--- config.mk ---
export PLATFORM = sky130hd
export DESIGN_NAME = tile_renderer
export DESIGN_NICKNAME = d
export VERILOG_FILES = /design/src/rtl/tile_renderer.sv
export SDC_FILE = /design/constraint.sdc
export NUM_CORES = 1
export LEC_CHECK = 0
export BUFFER_PORTS_ARGS = -buffer_cell sky130_fd_sc_hd__buf_2
export CAP_MARGIN = 20
export CORE_MARGIN = 4
export CORE_UTILIZATION = 25
export DETAILED_ROUTE_END_ITERATION = 8
export PLACE_DENSITY = 0.49
export SYNTH_ARGS = -nofsm -noshare
export SYNTH_HDL_FRONTEND = slang
export SYNTH_SLANG_ARGS = --single-unit
--- constraint.sdc ---
create_clock -name clk -period 34.9 [get_ports clk]
set_input_delay 6.98 -clock clk [delete_from_list [all_inputs] [get_ports clk]]
set_output_delay 6.98 -clock clk [all_outputs]
set_load 0.1 [all_outputs]
--- src/rtl/tile_renderer.sv ---
// Tile playfield renderer: 640x480 VGA timing over a background ROM, with a
// palette-coloured cell grid, a next-piece preview and a game-over blink.
module tile_renderer #(
  parameter int unsigned GRID_COLS  = 10,
  parameter int unsigned GRID_ROWS  = 20,
  parameter int unsigned CELL_W     = 3,
  parameter int unsigned TILE_PX    = 14,
  parameter int unsigned ORG_X      = 208,
  parameter int unsigned ORG_Y      = 105,
  parameter int unsigned PREV_X     = 368,
  parameter int unsigned PREV_Y     = 279,
  parameter logic [12*(2**CELL_W)-1:0] PALETTE = {12'hFFF, 12'hA0F, 12'h0F0, 12'hFF0,
                                                  12'hF80, 12'h00F, 12'h0FF, 12'h000},
  parameter logic [11:0] BORDER_COLOR = 12'h000,
  parameter logic [11:0] FAIL_COLOR   = 12'hF00,
  parameter int unsigned BLINK_LOG2   = 4
) (
  input  logic                                 clk,
  input  logic                                 clr,
  input  logic [GRID_COLS*GRID_ROWS*CELL_W-1:0] cell_data,
  input  logic [2:0]                           next_type,
  input  logic                                 fail,
  output logic [18:0]                          bg_addr,
  input  logic [11:0]                          bg_data,
  output logic                                 hs,
  output logic                                 vs,
  output logic [3:0]                           r,
  output logic [3:0]                           g,
  output logic [3:0]                           b,
  output logic                                 frame_start
);

  localparam int unsigned H_TOTAL = 800;
  localparam int unsigned V_TOTAL = 525;
  localparam int unsigned H_VIS   = 640;
  localparam int unsigned V_VIS   = 480;
  localparam int unsigned NCELLS  = GRID_COLS * GRID_ROWS;
  localparam int unsigned CIDX_W  = (NCELLS > 1) ? $clog2(NCELLS) : 1;
  localparam int unsigned TX_W    = (GRID_COLS > 1) ? $clog2(GRID_COLS) : 1;
  localparam int unsigned TY_W    = (GRID_ROWS > 1) ? $clog2(GRID_ROWS) : 1;
  localparam int unsigned OFF_W   = $clog2(TILE_PX);
  localparam int unsigned NPAL    = 2**CELL_W;
  localparam int unsigned FC_W    = BLINK_LOG2 + 1;

  logic [9:0]  r_h, r_v, w_h_next, w_v_next;
  logic        w_line_end, w_snap;
  logic        r_pf_in_x, r_pf_in_y, r_pv_in_x, r_pv_in_y;
  logic [TX_W-1:0]  r_pf_tx;
  logic [TY_W-1:0]  r_pf_ty;
  logic [1:0]       r_pv_tx;
  logic             r_pv_ty;
  logic [OFF_W-1:0] r_pf_ox, r_pf_oy, r_pv_ox, r_pv_oy;
  logic [GRID_COLS*GRID_ROWS*CELL_W-1:0] r_sh_cells;
  logic [2:0]       r_sh_next;
  logic             r_sh_fail;
  logic [FC_W-1:0]  r_frame;
  logic [CELL_W-1:0] w_cell [NCELLS];
  logic [11:0]       w_pal [NPAL];
  logic [CIDX_W-1:0] w_cell_idx;
  logic [7:0]        w_shape;
  logic              r1_vis, r1_pf, r1_pv;
  logic [CELL_W-1:0] r1_cell, w_pal_idx;
  logic [OFF_W-1:0]  r1_ox, r1_oy;
  logic              w_border, w_blink, w_hs_raw, w_vs_raw, r_hs_d1, r_vs_d1;
  logic [11:0]       w_color;

  for (genvar gi = 0; gi < NCELLS; gi++) begin : g_cell
    assign w_cell[gi] = r_sh_cells[gi*CELL_W +: CELL_W];
  end
  for (genvar gp = 0; gp < NPAL; gp++) begin : g_pal
    assign w_pal[gp] = PALETTE[gp*12 +: 12];
  end

  always_comb begin
    w_line_end = (r_h == 10'(H_TOTAL - 1));
    w_h_next   = w_line_end ? 10'd0 : r_h + 10'd1;
    w_v_next   = r_v;
    if (w_line_end) w_v_next = (r_v == 10'(V_TOTAL - 1)) ? 10'd0 : r_v + 10'd1;
    w_snap     = (r_h == 10'd0) && (r_v == 10'(V_VIS));
    w_hs_raw   = !((r_h >= 10'd656) && (r_h <= 10'd751));
    w_vs_raw   = !((r_v >= 10'd490) && (r_v <= 10'd491));
    w_cell_idx = CIDX_W'(r_pf_ty) * CIDX_W'(GRID_COLS) + CIDX_W'(r_pf_tx);
  end

  // ROM address is issued one pixel ahead so its data lines up with stage 1.
  always_ff @(posedge clk or posedge clr) begin
    if (clr) begin
      r_h     <= '0;
      r_v     <= '0;
      bg_addr <= '0;
    end else begin
      r_h     <= w_h_next;
      r_v     <= w_v_next;
      bg_addr <= 19'(w_v_next) * 19'd640 + 19'(w_h_next);
    end
  end

  // Incremental tile index / pixel offset trackers for playfield and preview.
  always_ff @(posedge clk or posedge clr) begin
    if (clr) begin
      r_pf_in_x <= (ORG_X == 0);  r_pf_tx <= '0; r_pf_ox <= '0;
      r_pf_in_y <= (ORG_Y == 0);  r_pf_ty <= '0; r_pf_oy <= '0;
      r_pv_in_x <= (PREV_X == 0); r_pv_tx <= '0; r_pv_ox <= '0;
      r_pv_in_y <= (PREV_Y == 0); r_pv_ty <= '0; r_pv_oy <= '0;
    end else begin
      if (w_h_next == 10'(ORG_X)) begin
        r_pf_in_x <= 1'b1; r_pf_tx <= '0; r_pf_ox <= '0;
      end else if (r_pf_in_x) begin
        if (r_pf_ox == OFF_W'(TILE_PX - 1)) begin
          r_pf_ox <= '0;
          if (r_pf_tx == TX_W'(GRID_COLS - 1)) r_pf_in_x <= 1'b0;
          else r_pf_tx <= r_pf_tx + TX_W'(1);
        end else r_pf_ox <= r_pf_ox + OFF_W'(1);
      end
      if (w_h_next == 10'(PREV_X)) begin
        r_pv_in_x <= 1'b1; r_pv_tx <= '0; r_pv_ox <= '0;
      end else if (r_pv_in_x) begin
        if (r_pv_ox == OFF_W'(TILE_PX - 1)) begin
          r_pv_ox <= '0;
          if (r_pv_tx == 2'd3) r_pv_in_x <= 1'b0;
          else r_pv_tx <= r_pv_tx + 2'd1;
        end else r_pv_ox <= r_pv_ox + OFF_W'(1);
      end
      if (w_line_end) begin
        if (w_v_next == 10'(ORG_Y)) begin
          r_pf_in_y <= 1'b1; r_pf_ty <= '0; r_pf_oy <= '0;
        end else if (r_pf_in_y) begin
          if (r_pf_oy == OFF_W'(TILE_PX - 1)) begin
            r_pf_oy <= '0;
            if (r_pf_ty == TY_W'(GRID_ROWS - 1)) r_pf_in_y <= 1'b0;
            else r_pf_ty <= r_pf_ty + TY_W'(1);
          end else r_pf_oy <= r_pf_oy + OFF_W'(1);
        end
        if (w_v_next == 10'(PREV_Y)) begin
          r_pv_in_y <= 1'b1; r_pv_ty <= 1'b0; r_pv_oy <= '0;
        end else if (r_pv_in_y) begin
          if (r_pv_oy == OFF_W'(TILE_PX - 1)) begin
            r_pv_oy <= '0;
            if (r_pv_ty) r_pv_in_y <= 1'b0;
            else r_pv_ty <= 1'b1;
          end else r_pv_oy <= r_pv_oy + OFF_W'(1);
        end
      end
    end
  end

  // Shadow inputs once per frame, in blanking, so a frame never tears.
  always_ff @(posedge clk or posedge clr) begin
    if (clr) begin
      r_sh_cells  <= '0;
      r_sh_next   <= '0;
      r_sh_fail   <= 1'b0;
      r_frame     <= '0;
      frame_start <= 1'b0;
    end else begin
      frame_start <= (w_h_next == 10'd0) && (w_v_next == 10'(V_VIS));
      if (w_snap) begin
        r_sh_cells <= cell_data;
        r_sh_next  <= next_type;
        r_sh_fail  <= fail;
        r_frame    <= r_frame + FC_W'(1);
      end
    end
  end

  always_comb begin
    case (r_sh_next)
      3'd0:    w_shape = 8'hF0;
      3'd1:    w_shape = 8'h33;
      3'd2:    w_shape = 8'h72;
      3'd3:    w_shape = 8'h74;
      3'd4:    w_shape = 8'h63;
      default: w_shape = 8'h00;
    endcase
  end

  always_ff @(posedge clk or posedge clr) begin
    if (clr) begin
      r1_vis  <= 1'b0;
      r1_pf   <= 1'b0;
      r1_pv   <= 1'b0;
      r1_cell <= '0;
      r1_ox   <= '0;
      r1_oy   <= '0;
    end else begin
      r1_vis  <= (r_h < 10'(H_VIS)) && (r_v < 10'(V_VIS));
      r1_pf   <= r_pf_in_x && r_pf_in_y;
      r1_pv   <= r_pv_in_x && r_pv_in_y && w_shape[{r_pv_ty, r_pv_tx}];
      r1_cell <= w_cell[w_cell_idx];
      r1_ox   <= r_pf_ox;
      r1_oy   <= r_pf_oy;
    end
  end

  // Colour priority: blanking, preview, occupied cell, background.
  always_comb begin
    w_pal_idx = CELL_W'(r_sh_next) + CELL_W'(1);
    w_border  = (r1_ox == '0) || (r1_ox == OFF_W'(TILE_PX - 1)) ||
                (r1_oy == '0) || (r1_oy == OFF_W'(TILE_PX - 1));
    w_blink   = r_sh_fail && r_frame[BLINK_LOG2];
    w_color   = bg_data;
    if (!r1_vis) w_color = 12'h000;
    else if (r1_pv) w_color = w_pal[w_pal_idx];
    else if (r1_pf && (r1_cell != '0)) begin
      if (w_blink)       w_color = FAIL_COLOR;
      else if (w_border) w_color = BORDER_COLOR;
      else               w_color = w_pal[r1_cell];
    end
  end

  always_ff @(posedge clk or posedge clr) begin
    if (clr) begin
      r       <= '0;
      g       <= '0;
      b       <= '0;
      r_hs_d1 <= 1'b1;
      r_vs_d1 <= 1'b1;
      hs      <= 1'b1;
      vs      <= 1'b1;
    end else begin
      {r, g, b} <= w_color;
      r_hs_d1   <= w_hs_raw;
      r_vs_d1   <= w_vs_raw;
      hs        <= r_hs_d1;
      vs        <= r_vs_d1;
    end
  end

endmodule

==> metrics.yaml <==
drive_gt1_share_pct: 54.1
cap_violations: 0
post_cts_resized: 0
path_class: "in -> async"
final_util_pct: 31.5
ys_async_sr_fraction_pct: 100
grt_pass1_vias: 23300
period_needed_ns: 9.48
syn_area_per_cell_um2: 14.4
rows: 133
via_count: 22000
synth_top_area_share_pct: 52.5
ant_nets: 0
worst-path-max-fanout: 105
start_util_pct: 25.3
synth_edf_count: 0
synth_cell_types: 81
wl_per_cell_um: 22.8
tns_ns: 0
drtIter0Drc: 1081
cp-end-kind: "asynchronous set/reset pin"
crit_start: "clr"
ys_top_cells_by_area: "dfrtp_1 52%, mux2_2 22%, mux4_2 9.0%"
place_congestion: 0.771
cts_buffers: 85
syn_to_final_growth_pct: 24.8
grt_use_total_pct: 15.5
worst_hold_path.num_cells: 0
dr.pass1.iters: 5
vdd.ir_drop.worst_mv: 0.0316
netlist_instances: 2325
boundaryPins: 652
synth_nets: 3004
hold_violations: 0
clock_sinks: 704
insertion_delay_ns: 0.70
ys.flop_type: "dfrtp_1"
dp_hpwl_mm: 81.3
run_status: "complete, no violations"
routed_wl_mm: 110
r2r_start: "r_v[2]$_DFF_PP0_"
cts_tree: "yes"
hp-class: "reg -> reg"
htreeDepth: 3
antenna_found_initial: 108
die-area_mm2: 0.139
drcViolationCount: 0
design.core.area_mm2: 0.132
required_ns: 35.60
grt_max_degree: 161
fill_cells: 13500
holdBufCountCts: 0
fmax_mhz: 105
r2r_setup_slack_ns: 29.58
syn-cell-area_mm2: 0.0334
dieHeight_um: 373
clock_skew_ns: 0.0431
seq_area_frac_synth_pct: 52.8
p_per_area_mw_per_mm2: 43.9
clock-root-buffer: "clkbuf_16"
post_drt_via_cell_ratio: 4.57
grt_setup_unrepaired: "false"
fp.dieW_um: 373
fin_crit_sh_pct: 27.2
report.final.setup_viol: 0
reg2regPathDepth: 6
post_cts_buffers: 0
grt_pass1_wl_mm: 160
yosys_warnings: 0
final_nets: 3631
drv_slew: 0
ys_seq_elements: 704
numPortBuffers: 651
max_slew_margin_pct: 23.9
r2r_end: "r_sh_cells[261]$_DFFE_PP0P_"
tightest_slew_ns: 1.13
overflow: 0
yosysTopAreaCell: "dfrtp_1"
clock_path_buffers: 3
p_leak_nw: 20.1
setup.worst_path.start_class: "primary input"
clkSlewWorstSetupHoldPaths_ns: 0.06
worstSetupEndpoint: "r_sh_cells[537]$_DFFE_PP0P_"
crit_arrival_ns: 10.18
==> how the worst min path moves through the flow <==
stage / slack [ns] / end / start
2_1_floorplan: 0.35 / hs$_DFF_PP1_ / r_hs_d1$_DFF_PP1_
3_3_place_gp: 0.35 / vs$_DFF_PP1_ / r_vs_d1$_DFF_PP1_
3_5_place_dp: 0.35 / hs$_DFF_PP1_ / r_hs_d1$_DFF_PP1_
4_1_cts: 0.36 / hs$_DFF_PP1_ / r_hs_d1$_DFF_PP1_
5_1_grt: 0.36 / hs$_DFF_PP1_ / r_hs_d1$_DFF_PP1_
6_report: 0.36 / hs$_DFF_PP1_ / r_hs_d1$_DFF_PP1_
==> layout make-up <==
| cell class | count | area (µm²) | area share, % |
|---|---|---|---|
| Sequential cell | 704 | 17600 | 42.3 |
| Inverter | 39 | 154 | 0.370 |
| Antenna cell | 44 | 110 | 0.264 |
| Multi-Input combinational cell | 1437 | 15000 | 36.0 |
| Timing Repair Buffer | 685 | 3560 | 8.55 |
| Clock buffer | 127 | 2500 | 6.02 |
| Clock inverter | 29 | 510 | 1.23 |
| Tap cell | 1755 | 2200 | 5.27 |
==> flip-flops by register name, summed over array words and instances, names as in the netlist, 5 cells and up <==
| name | flops |
|---|---|
| r_pf_ty | 5 |
| r_v | 10 |
| r_sh_cells | 600 |
| bg_addr | 12 |
| r_frame | 5 |
| r_h | 10 |
==> metrics by stage <==
stage / worst slack [ns] / hold slack, ns / cell area [µm²] / power, mW / std cells
floorplan: 8.18 / 0.345 / 33400 / 0.852 / 2325
global placement: 24.47 / 0.347 / 38500 / 0.894 / 4619
detailed placement: 24.50 / 0.347 / 38500 / 0.895 / 4619
CTS: 25.27 / 0.356 / 41500 / 1.86 / 4775
global route: 24.85 / 0.360 / 41600 / 1.90 / 4792
finish: 25.42 / 0.355 / 41600 / 1.83 / 4820
==> cells in the mapped netlist, drive strengths merged (25+ instances only) <==
library cell and instances:
nor2 69, o21ai 43, clkbuf 45, mux2i 25, nand2 59, inv 39, o21a 28, buf 100
dfrtp 700, a21oi 35, nand3 39, mux2 649, o22ai 32, ha 57, mux4 134, xnor2 26
==> cell usage in the layout (no fill, tap or decap), types with 9 or more instances in the layout <==
cell type / n
o22ai_1: 32
o21ai_0: 40
inv_1: 38
dfrtp_1: 699
diode_2: 44
nor2_1: 69
nand2_1: 59
nand4_1: 11
o21a_1: 28
and3_1: 11
o211ai_1: 12
ha_1: 56
clkbuf_16: 85
nand3_1: 38
buf_2: 651
a211oi_1: 13
clkbuf_8: 22
a21o_1: 15
mux2i_1: 25
nor2b_1: 13
xnor2_1: 24
clkbuf_1: 20
nor4_1: 10
mux4_2: 133
xor2_1: 17
a21oi_1: 35
mux2_2: 649
a22oi_1: 13
nand2b_1: 11
buf_4: 31
or3_1: 9
==> logic make-up after synthesis <==
family | Yosys count | share of synthesized area [%]
muxes | 808 | 31.7
DFF | 704 | 52.8
and+or+nand+nor | 280 | 4.44
AOI/OAI and AO/OA | 242 | 4.87
buffers and inverters | 184 | 2.57
adders and majority gates | 61 | 2.38
xor gates and xnor gates | 46 | 1.25
==> power breakdown <==
| group | total [mW] | switching (mW) | internal (mW) |
|---|---|---|---|
| Clock | 0.948 | 0.385 | 0.563 |
| Sequential | 0.817 | 0.000145 | 0.817 |
| Combinational | 0.0609 | 0.0341 | 0.0267 |
| Total | 1.83 | 0.419 | 1.41 |
==> worst max-delay path: stages <==
cell and delay, ns:
buf_2 0.13, inv_8 0.53, buf_4 0.77, buf_4 0.80, buf_4 0.78
==> layer usage <==
metal	part of all wire (%)	track usage (%)	wire, µm
met5	0.48	0	524
met4	2.2	3.80	2370
met3	8.0	6.20	8790
met2	48	25.4	52400
met1	42	19.2	45900
Power figures use the tool's default switching activity.
